**src/rtl/vector_mem_sequencer.sv**
```systemverilog
// vector_mem_sequencer: serialises LANES-wide VLDR/VSTR into single-word memory accesses, stalling M.
// Revision 1.0
`default_nettype none

module vector_mem_sequencer #(
  parameter int LANES      = 4,
  parameter int DATA_WIDTH = 32,
  parameter int ADDR_WIDTH = 32
) (
  input  logic                        clk,
  input  logic                        reset,
  input  logic                        startM,
  input  logic                        isStoreM,
  input  logic [ADDR_WIDTH-1:0]       baseAddrM,
  input  logic [LANES*DATA_WIDTH-1:0] storeDataM,
  output logic [ADDR_WIDTH-1:0]       memAddr,
  output logic                        memWriteEnable,
  output logic [DATA_WIDTH-1:0]       memWriteData,
  input  logic [DATA_WIDTH-1:0]       memReadData,
  output logic [LANES*DATA_WIDTH-1:0] loadDataOut,
  output logic                        stallOut,
  output logic                        doneOut,
  output logic                        busy
);

  localparam int            C_CW   = $clog2(LANES);
  localparam logic [C_CW-1:0] C_LAST = C_CW'(LANES - 1);

  typedef enum logic [1:0] {
    S_IDLE   = 2'd0,
    S_ACCESS = 2'd1,
    S_DRAIN  = 2'd2,
    S_DONE   = 2'd3
  } state_t;

  state_t                            r_state;
  state_t                            w_next;
  logic [C_CW-1:0]                   r_cnt;
  logic [ADDR_WIDTH-1:0]             r_base;
  logic [LANES*DATA_WIDTH-1:0]       r_store;
  logic                              r_isStore;
  logic [(LANES-1)*DATA_WIDTH-1:0]   r_gather;
  logic [LANES*DATA_WIDTH-1:0]       r_loadOut;

  // Read data lags its address by one cycle, so lane k-1 is captured while lane k is addressed.
  always_ff @(posedge clk) begin
    if (!reset) begin
      r_state   <= S_IDLE;
      r_cnt     <= '0;
      r_base    <= '0;
      r_store   <= '0;
      r_isStore <= 1'b0;
      r_gather  <= '0;
      r_loadOut <= '0;
    end else begin
      r_state <= w_next;
      case (r_state)
        S_IDLE: begin
          if (startM) begin
            r_base    <= baseAddrM;
            r_store   <= storeDataM;
            r_isStore <= isStoreM;
            r_cnt     <= '0;
          end
        end
        S_ACCESS: begin
          r_cnt <= (r_cnt == C_LAST) ? '0 : r_cnt + C_CW'(1);
          if (!r_isStore) begin
            for (int i = 0; i < LANES - 1; i++) begin
              if (r_cnt == C_CW'(i + 1))
                r_gather[i*DATA_WIDTH +: DATA_WIDTH] <= memReadData;
            end
          end
        end
        S_DRAIN: r_loadOut <= {memReadData, r_gather};
        default: ;
      endcase
    end
  end

  always_comb begin
    w_next         = r_state;
    memAddr        = '0;
    memWriteEnable = 1'b0;
    memWriteData   = '0;
    stallOut       = 1'b0;
    doneOut        = 1'b0;
    case (r_state)
      S_IDLE: begin
        if (startM) begin
          w_next   = S_ACCESS;
          stallOut = 1'b1;
        end
      end
      S_ACCESS: begin
        stallOut       = 1'b1;
        memAddr        = r_base + ADDR_WIDTH'(r_cnt);
        memWriteEnable = r_isStore;
        if (r_isStore) begin
          for (int i = 0; i < LANES; i++) begin
            if (r_cnt == C_CW'(i))
              memWriteData = r_store[i*DATA_WIDTH +: DATA_WIDTH];
          end
        end
        if (r_cnt == C_LAST)
          w_next = r_isStore ? S_DONE : S_DRAIN;
      end
      S_DRAIN: begin
        stallOut = 1'b1;
        w_next   = S_DONE;
      end
      S_DONE: begin
        doneOut = 1'b1;
        w_next  = S_IDLE;
      end
      default: w_next = S_IDLE;
    endcase
  end

  assign busy        = (r_state != S_IDLE);
  assign loadDataOut = r_loadOut;

endmodule

`default_nettype wire

```
**config.mk**
```make
export PLATFORM = sky130hd
export DESIGN_NAME = vector_mem_sequencer
export DESIGN_NICKNAME = d
export VERILOG_FILES = /design/src/rtl/vector_mem_sequencer.sv
export SDC_FILE = /design/constraint.sdc
export NUM_CORES = 1
export LEC_CHECK = 0
export ABC_AREA = 1
export BUFFER_PORTS_ARGS = -buffer_cell sky130_fd_sc_hd__buf_2
export CELL_PAD_IN_SITES_DETAIL_PLACEMENT = 2
export CELL_PAD_IN_SITES_GLOBAL_PLACEMENT = 2
export CORE_UTILIZATION = 31
export DETAILED_ROUTE_END_ITERATION = 7
export GPL_ROUTABILITY_DRIVEN = 0
export PLACE_DENSITY_LB_ADDON = 0.1
export SYNTH_ARGS = -nofsm -noshare
export SYNTH_HDL_FRONTEND = slang
export SYNTH_SLANG_ARGS = --single-unit
```
**constraint.sdc**
```tcl
create_clock -name clk -period 5 [get_ports clk]
set_input_delay 1 -clock clk [delete_from_list [all_inputs] [get_ports clk]]
set_output_delay 1 -clock clk [all_outputs]
set_load 0.05 [all_outputs]
```
==> summary.md, run 1 <==
| Metric | Value |
|---|---|
| Status | `finished, final reports clean` |
| Area contributors post-synth | `dfxtp_1, o21ai_0, a21oi_1` |
| CTS Hold Bufs | `0` |
| Largest net degree at the start of global routing | `194` |
| Power Total | `11.9 mW` |
| Syn. warnings | `0` |
| Crit Path Class | `reg -> out` |
| Placement Cell Area | `17800 um^2` |
| CTS tree | `yes` |
| Post-synth top area share | `0.503` |
| Headroom to the max-slew limit | `0.220` |
| Worst Path Buf+Inv | `4` |
| RR Endpoint | `r_base[1]` |
| Commonest non-fill, non-tap cells in the layout | `o21ai_0, buf_2, dfxtp_1, nor2_1, a21oi_1` |
| Top delay family on crit path | `buffers and inverters` |
| Endpoint type of the worst setup path | `output pin` |
| Post-synth cell types | `26` |
| NetSw | `5.06 mW` |
| Switching share of power | `0.426` |
| GRT Total Usage | `0.230` |
| Worst setup path endpoint | `memWriteData[10]` |
| WL final | `59.3 mm` |
| Number of post-CTS setup repair buffers | `0` |
| Area leader, netlist | `dfxtp_1` |
| Critical path, cell by cell | `inv_1, ha_1, buf_4, nand2_1, inv_1, o21ai_0, a21oi_1, buf_2` |
| CTS buffer count | `46` |
| Comb pwr share | `0.354` |
| Clock power share | `0.288` |
| Initial Utilization | `0.315` |
| Clk buf depth | `3` |
| Final Hold Viols | `0` |
| Worst-path maximum fanout | `34` |
| Final worst slack | `732 ps` |
| Sequential area share after synthesis | `0.503` |
| Netlist Area Pre-Place | `15500 um^2` |
| # setup viols final | `0` |
| First-pass GRT wire length | `91.2 mm` |
| Detailed Place HPWL | `41.3 mm` |
| Clock slew at reported path FFs | `60 ps` |
| Die area | `50900 um^2` |
| Max Freq | `234 MHz` |
| Number of H-tree levels | `2` |
| CTS Sinks | `389` |
| DRT antenna net count | `0` |
| Vias per cell | `4.95` |
| Residual DRC | `0` |
| Pre-antenna DRT Iters | `4` |
| Maximum Capacitance Violations | `0` |
| PwrDens | `612 nW/um^2` |
| Syn Area/Cell | `7.36 um^2` |
| RSZ-0062 raised after global routing | `no` |
| Io pins | `392` |
| Worst setup SP type | `flip-flop` |
| Clk Latency, worst-skew pair | `590 ps` |
| Via count | `15405` |
| Internal Power | `6.83 mW` |
| Setup slack at placement | `1310 ps` |
| Final period utilization | `0.854` |
| Post-route design area | `19400 um^2` |
| Required @ worst endpoint | `4000 ps` |
| Setup TNS after final layout | `0 ps` |
| DR iter-0 viols | `602` |
| Root Buffer | `clkbuf_16` |
| CP arrival | `3270 ps` |
| Buffers on Ports | `391` |
| Cell count after synthesis | `2104` |
| Tightest Pin Transition | `1170 ps` |
| Share of cells above drive strength 1 | `0.207` |
| HP Class | `reg -> reg` |
| Crit path time final | `4270 ps` |
| Die span in y | `226 um` |
| Synth-to-Final Area Change | `25.4%` |
| Cell at the slowest stage of the critical path | `inv_1` |
| Worst Skew | `24.1 ps` |
| Setup crit start | `r_state[1]` |
| Most used cell along the critical path | `inv_1` |
| Reg2reg start | `r_state[0]` |
| Leak | `8.14 nW` |
| Initial antenna violation count | `12` |
| Vias in the first global route | `16402` |
| Die W | `226 um` |
| Crit path depth | `8` |
| FP Rows | `81` |
| Core ar. | `49200 um^2` |
| Final net count | `2611` |
| Net Count, Synth | `2311` |
| Worst R2R Setup Slack | `2180 ps` |
| CTS resizes | `0` |
| Sequential group share of total power | `0.358` |
| Worst R2R Path Depth | `7` |
| Largest stage delay, worst path | `800 ps` |
| Count of final max-slew check failures | `0` |
| Routed WL per cell | `19.1 um` |
| Commonest non-fill, non-tap cell in the layout | `o21ai_0` |
| Remaining global-route overflow | `0` |
| Yosys reg bits | `389` |
| VDD IR-drop max | `294 uV` |
-- area by class of cell --
type,instances,area [um^2]
multi-input combinational,1391,6470
fill,5790,29700
timing repair buffer,406,2120
clock buffer,68,1390
sequential,389,7790
antenna,7,17.5
clock inverter,16,173
inverter,170,639
tap,664,831
-- cells by family (layout without fill, tap and decap cells) --
group,after synthesis,after routing,synth area share
adders and majority gates,11,11,0.00937
buffers and inverters,324,660,0.0816
other,0,7,0
xor gates and xnor gates,2,2,0.00113
AOI/OAI and AO/OA,791,791,0.256
DFF,389,389,0.503
and+or+nand+nor,587,587,0.150
-- worst reg2reg max path, stage by stage (launching register included) --
cell      delay [ps]
dfxtp_1          340
inv_1            150
ha_1             310
nand2_4          280
clkinv_2         490
buf_4            850
nor2_1           160
nor2_1           170
-- worst min path at each step --
stage,start,cells past startpoint,end,slack [ps]
2_1_floorplan,r_store[64],2,r_store[64],430
3_3_place_gp,r_gather[44],2,r_gather[44],440
3_5_place_dp,r_gather[15],2,r_gather[15],450
4_1_cts,r_gather[15],2,r_gather[15],460
5_1_grt,r_gather[15],2,r_gather[15],470
6_report,r_gather[41],2,r_gather[41],450
-- power groups by stage --
stage	Sequential, mW	Combinational [mW]	Clock [mW]
global route	4.34	4.58	3.65
detailed placement	4.31	4.23	0
floorplan	5.35	1.89	0
global placement	4.28	4.11	0
finish	4.26	4.20	3.43
CTS	4.26	4.26	3.53
-- routing by layer --
metal,routed length [um],global-route usage,vias up
met5,88,0,-
li1,-,-,7493
met4,1710,0.0799,12
met1,26200,0.282,7486
met3,3770,0.0611,106
met2,27600,0.385,308
-- stage by stage --
step	hold WS, ps	util	std cells
after floorplan	429	-	2104
after global placement	438	0.363	3020
after detailed placement	447	0.363	3020
after CTS	455	0.395	3104
after global routing	475	0.395	3105
final	452	0.395	3111
-- synth_stat cells --
cell,n
ha_1,10
nor2_8,1
or2_2,2
inv_1,168
fa_1,1
o21ai_1,5
xnor2_1,1
nand2_1,194
o21ai_0,459
a21oi_1,327
dfxtp_1,389
clkinv_1,2
nand3b_1,1
nor2_2,2
nand2_4,2
nand3_1,16
buf_2,38
clkbuf_2,1
nor2_1,355
nor3_1,6
buf_1,12
xor2_1,1
nand2_2,3
nand3_2,2
clkbuf_1,103
nor2_4,3
-- registers in the layout, indices dropped and copies added, names as in the netlist --
register and flops:
r_cnt 2, r_gather 96, r_state 2, r_base 32, r_isStore 1, loadDataOut 128, r_store 128
Power figures use the tool's default switching activity.
==> run 2: changes to the inputs <==
--- a/config.mk
+++ b/config.mk
@@ -9,10 +9,11 @@
 export BUFFER_PORTS_ARGS = -buffer_cell sky130_fd_sc_hd__buf_2
 export CELL_PAD_IN_SITES_DETAIL_PLACEMENT = 2
 export CELL_PAD_IN_SITES_GLOBAL_PLACEMENT = 2
-export CORE_UTILIZATION = 31
+export CORE_UTILIZATION = 33
+export CTS_BUF_LIST = sky130_fd_sc_hd__clkbuf_4
 export DETAILED_ROUTE_END_ITERATION = 7
 export GPL_ROUTABILITY_DRIVEN = 0
-export PLACE_DENSITY_LB_ADDON = 0.1
+export PLACE_DENSITY = 0.85
 export SYNTH_ARGS = -nofsm -noshare
 export SYNTH_HDL_FRONTEND = slang
 export SYNTH_SLANG_ARGS = --single-unit
==> run 2 against run 1 <==
Compared with the run above: via count rose by 7.4%; critical path type unchanged; flip-flop and latch count stayed put; largest power group is now combinational logic; combinational power up 4%; critical endpoint is now memWriteData[13]; first-iteration DRC count up 33%; sequential power about the same.
==> summary.md, run 2 (synthesis results as in run 1) <==
| Metric | Value |
|---|---|
| Status | `finished, final reports clean` |
| GRT Total Usage | `0.276` |
| Setup TNS after final layout | `0 ps` |
| Final net count | `2680` |
| CTS Hold Bufs | `0` |
| Clock power share | `0.267` |
| CP arrival | `3400 ps` |
| Sequential group share of total power | `0.363` |
| DRT antenna net count | `0` |
| Maximum Capacitance Violations | `0` |
| Clk buf depth | `3` |
| # setup viols final | `0` |
| Fillers | `5438` |
| Synth-to-Final Area Change | `24.6%` |
| Core ar. | `46500 um^2` |
| Clock slew at reported path FFs | `60 ps` |
| Number of H-tree levels | `3` |
| Switching share of power | `0.454` |
| CTS resizes | `0` |
| PwrDens | `610 nW/um^2` |
| CTS Sinks | `389` |
| Final period utilization | `0.881` |
| VDD IR-drop max | `397 uV` |
| DR iter-0 viols | `798` |
| Required @ worst endpoint | `4000 ps` |
| HP Class | `in -> reg` |
| Routed WL per cell | `21.4 um` |
| FP Rows | `79` |
| Die span in y | `219 um` |
| Comb pwr share | `0.370` |
| Buffers on Ports | `391` |
| Largest net degree at the start of global routing | `225` |
| Remaining global-route overflow | `0` |
| Via count | `16552` |
| Root Buffer | `clkbuf_4` |
| Crit path time final | `4400 ps` |
| RSZ-0062 raised after global routing | `no` |
| Number of post-CTS setup repair buffers | `0` |
| Max Freq | `227 MHz` |
| First-pass GRT wire length | `103 mm` |
| Share of cells above drive strength 1 | `0.239` |
| Die area | `47800 um^2` |
| Pre-antenna DRT Iters | `5` |
| Leak | `8.26 nW` |
| Count of final max-slew check failures | `0` |
| Clk Latency, worst-skew pair | `870 ps` |
| Commonest non-fill, non-tap cell in the layout | `o21ai_0` |
| CTS tree | `yes` |
| Crit Path Class | `reg -> out` |
| Residual DRC | `0` |
| CTS buffer count | `109` |
| Hold slack | `407 ps` |
| Internal Power | `6.43 mW` |
| Endpoint type of the worst setup path | `output pin` |
| Tightest Pin Transition | `1180 ps` |
| Commonest non-fill, non-tap cells in the layout | `o21ai_0, buf_2, dfxtp_1, nor2_1, a21oi_1` |
| Worst setup SP type | `flip-flop` |
| Worst Skew | `61.9 ps` |
| Headroom to the max-slew limit | `0.216` |
| NetSw | `5.34 mW` |
| Initial Utilization | `0.333` |
| Detailed Place HPWL | `41.9 mm` |
| WL final | `68.1 mm` |
| Final Hold Viols | `0` |
| Initial antenna violation count | `14` |
| Io pins | `392` |
| Die W | `219 um` |
| Vias per cell | `5.20` |
| Worst-path maximum fanout | `24` |
| Vias in the first global route | `18429` |
## run 2: per-stage QoR
step           setup WS, ps  power [mW]  cells  utilization  area (um^2)
2_1_floorplan          1580        7.24   2104            -        15500
3_3_place_gp           1440        8.33   2969        0.383        17800
3_5_place_dp           1380        8.55   2969        0.383        17800
4_1_cts                 441        11.9   3168        0.414        19300
5_1_grt                 303        12.4   3178        0.415        19300
6_report                596        11.8   3186        0.415        19300
## run 2: layout make-up
cell class              instances  area [um^2]  share of cell area
diodes                         18         45.0             0.00233
flip-flops and latches        389         7790               0.404
repair buffers                412         2150               0.111
multi-input cells            1391         6470               0.335
clock buffers                 168         1260              0.0653
clock inverters                31          189             0.00979
inverters                     170          639              0.0331
well taps                     607          759              0.0394
## run 2: path summary, 6_finish.rpt
path,slack [ps],start,cells past startpoint,to
max,600,r_cnt[1],8,memWriteData[13]
min,410,storeDataM[118],3,r_store[118]
max reg2reg,1720,r_state[0],7,r_store[17]
min reg2reg,460,r_gather[50],2,loadDataOut[50]
## run 2: power groups by stage
stage	logic, mW	registers (mW)	clock network (mW)
2_1_floorplan	1.89	5.35	0
3_3_place_gp	4.08	4.24	0
3_5_place_dp	4.25	4.30	0
4_1_cts	4.37	4.27	3.23
5_1_grt	4.67	4.34	3.38
6_report	4.35	4.28	3.14
## run 2: worst max-delay path, cell delays in order (launching register included)
cell and delay, ps:
dfxtp_1 390, inv_1 110, ha_1 900, buf_4 300, nand2_1 60, o21ai_0 170, nand2_1 80, a21oi_1 250
buf_2 330
## run 2: layer usage
| metal | share of wire | global-route usage |
|---|---|---|
| met2 | 0.50 | 0.491 |
| met4 | 0.030 | 0.105 |
| met3 | 0.061 | 0.0786 |
| met1 | 0.41 | 0.309 |
| met5 | 0.00069 | 0 |
==> run 3: changes to the inputs <==
--- a/config.mk
+++ b/config.mk
@@ -6,14 +6,15 @@
 export NUM_CORES = 1
 export LEC_CHECK = 0
 export ABC_AREA = 1
-export BUFFER_PORTS_ARGS = -buffer_cell sky130_fd_sc_hd__buf_2
 export CELL_PAD_IN_SITES_DETAIL_PLACEMENT = 2
 export CELL_PAD_IN_SITES_GLOBAL_PLACEMENT = 2
-export CORE_UTILIZATION = 33
+export CORE_ASPECT_RATIO = 0.8
+export CORE_UTILIZATION = 39
 export CTS_BUF_LIST = sky130_fd_sc_hd__clkbuf_4
 export DETAILED_ROUTE_END_ITERATION = 7
+export DONT_BUFFER_PORTS = 1
 export GPL_ROUTABILITY_DRIVEN = 0
-export PLACE_DENSITY = 0.85
+export PLACE_DENSITY = 0.84
 export SYNTH_ARGS = -nofsm -noshare
 export SYNTH_HDL_FRONTEND = slang
 export SYNTH_SLANG_ARGS = --single-unit
==> run 3 against run 2 <==
Compared with the run above: total power fell by 9.7%; critical path depth unchanged; count of clock-buffer cells in the layout shrank 25; largest power group is now registers; clock skew down 21 ps; die area fell by 15%.
==> summary.md, run 3 (synthesis results as in run 1) <==
| Metric | Value |
|---|---|
| CP arrival | `3490 ps` |
| CTS resizes | `0` |
| Cell at the slowest stage of the critical path | `inv_1` |
| WHS Path Cells | `2` |
| Endpoint type of the worst setup path | `output pin` |
| Commonest non-fill, non-tap cell in the layout | `o21ai_0` |
| Die span in y | `180 um` |
| Worst hold endpoint | `loadDataOut[96]` |
| Vias in the first global route | `15530` |
| Fin cells | `2698` |
| CTS Sinks | `389` |
| Largest stage delay, worst path | `850 ps` |
| Crit Path Class | `reg -> out` |
| Crit path time final | `4490 ps` |
| Setup slack at placement | `1280 ps` |
| Detailed Place HPWL | `36.4 mm` |
| Core ar. | `38700 um^2` |
| Worst R2R Path Depth | `6` |
| Reg2reg start | `r_cnt[1]` |
| Clock slew at reported path FFs | `70 ps` |
| CTS tree | `yes` |
| WL final | `56.3 mm` |
| VDD IR-drop max | `364 uV` |
| Internal Power | `5.79 mW` |
| Headroom to the max-slew limit | `0.188` |
| Commonest non-fill, non-tap cells in the layout | `o21ai_0, dfxtp_1, nor2_1, a21oi_1, nand2_1` |
| Setup TNS after final layout | `0 ps` |
| RR Endpoint | `r_gather[19]` |
| Residual DRC | `0` |
| Final net count | `2308` |
| Synth-to-Final Area Change | `10.6%` |
| Post-route design area | `17100 um^2` |
| Io pins | `392` |
| RSZ-0062 raised after global routing | `no` |
| Largest net degree at the start of global routing | `389` |
| DR iter-0 viols | `745` |
| PwrDens | `620 nW/um^2` |
| Initial Utilization | `0.401` |
| Hold Crit Start | `memReadData[0]` |
| Count of final max-slew check failures | `0` |
| CTS Hold Bufs | `0` |
| Post-Place Cells | `2528` |
| Remaining global-route overflow | `0` |
| Maximum Capacitance Violations | `0` |
| Die area | `40500 um^2` |
| First-pass GRT wire length | `87.0 mm` |
| Initial antenna violation count | `22` |
| Final worst slack | `510 ps` |
| Root Buffer | `clkbuf_4` |
| Worst setup SP type | `flip-flop` |
| Share of cells above drive strength 1 | `0.103` |
| Worst Skew | `41.2 ps` |
| DRT antenna net count | `0` |
| Max Freq | `223 MHz` |
| Critical path, cell by cell | `inv_1, ha_1, buf_4, nand2_1, inv_1, o21ai_0, a21oi_1, buf_4` |
| GRT Total Usage | `0.272` |
| Clk Latency, worst-skew pair | `790 ps` |
| # setup viols final | `0` |
| NetSw | `4.84 mW` |
| Routed WL per cell | `20.9 um` |
| Worst-path maximum fanout | `34` |
| Top delay family on crit path | `buffers and inverters` |
| Pre-antenna DRT Iters | `4` |
| Vias per cell | `5.40` |
| Placement Cell Area | `16000 um^2` |
| Required @ worst endpoint | `4000 ps` |
| Buffers on Ports | `0` |
| Status | `finished, final reports clean` |
| Clock power share | `0.244` |
| Number of post-CTS setup repair buffers | `0` |
| Switching share of power | `0.455` |
| Final Hold Viols | `0` |
| Via count | `14579` |
| Die W | `225 um` |
| FP Rows | `64` |
| Final period utilization | `0.898` |
| Leak | `6.44 nW` |
| Number of H-tree levels | `3` |
| Comb pwr share | `0.235` |
| Tightest Pin Transition | `1220 ps` |
| HP Class | `in -> reg` |
| CTS buffer count | `99` |
| Clk buf depth | `3` |
| Worst Path Buf+Inv | `4` |
| Worst R2R Setup Slack | `2390 ps` |
| Sequential group share of total power | `0.522` |
run 3: changes by cell type in the layout (fill, tap and decap cells not counted), sizes merged:
cell      delta
diode        -4
buf        -361
clkinvlp     +1
clkinv      -14
bufinv       -2
inv          -3
clkbuf      -26
run 3: area by class of cell:
type	instances	area, um^2
Sequential cell	389	7790
Antenna cell	14	35.0
Clock buffer	143	1070
Fill cell	4575	21500
Clock inverter	13	68.8
Multi-Input combinational cell	1391	6470
Timing Repair Buffer	50	400
Inverter	170	639
Tap cell	528	661
run 3: stage by stage:
| stage | hold slack (ps) | utilization | power [mW] |
|---|---|---|---|
| detailed placement | 448 | 0.413 | 8.08 |
| CTS | 278 | 0.442 | 10.8 |
| floorplan | 429 | - | 7.24 |
| finish | 377 | 0.443 | 10.6 |
| global placement | 437 | 0.413 | 7.89 |
| global route | 302 | 0.443 | 11.3 |
run 3: how the worst max path moves through the flow:
stage	from	endpoint	slack [ps]	cells past startpoint
after floorplan	r_cnt[0]	memAddr[16]	1580	7
after global placement	r_cnt[0]	memAddr[28]	1670	10
after detailed placement	r_state[1]	memWriteData[14]	1280	8
after CTS	r_state[1]	memWriteData[14]	410	8
after global routing	r_state[1]	memWriteData[17]	230	8
final	r_state[1]	memWriteData[17]	510	8
run 3: power groups by stage:
stage	Sequential, mW	Clock, mW	Combinational, mW
3_5_place_dp	5.60	0	2.48
6_report	5.54	2.59	2.49
2_1_floorplan	5.35	0	1.89
3_3_place_gp	5.57	0	2.32
4_1_cts	5.55	2.68	2.53
5_1_grt	5.61	2.83	2.82
run 3: routing by layer:
layer	part of all wire	vias up	GRT usage
li1	-	6933	-
met1	0.42	7162	0.322
met2	0.48	340	0.462
met3	0.062	134	0.0768
met4	0.033	10	0.106
met5	0.0011	-	0
run 3: worst register-to-register path: stages (launching register included):
cell     delay (ps)
dfxtp_1         390
inv_1           120
ha_2           1000
nand3_2         160
buf_4           380
o21ai_0         360
a21oi_1          90
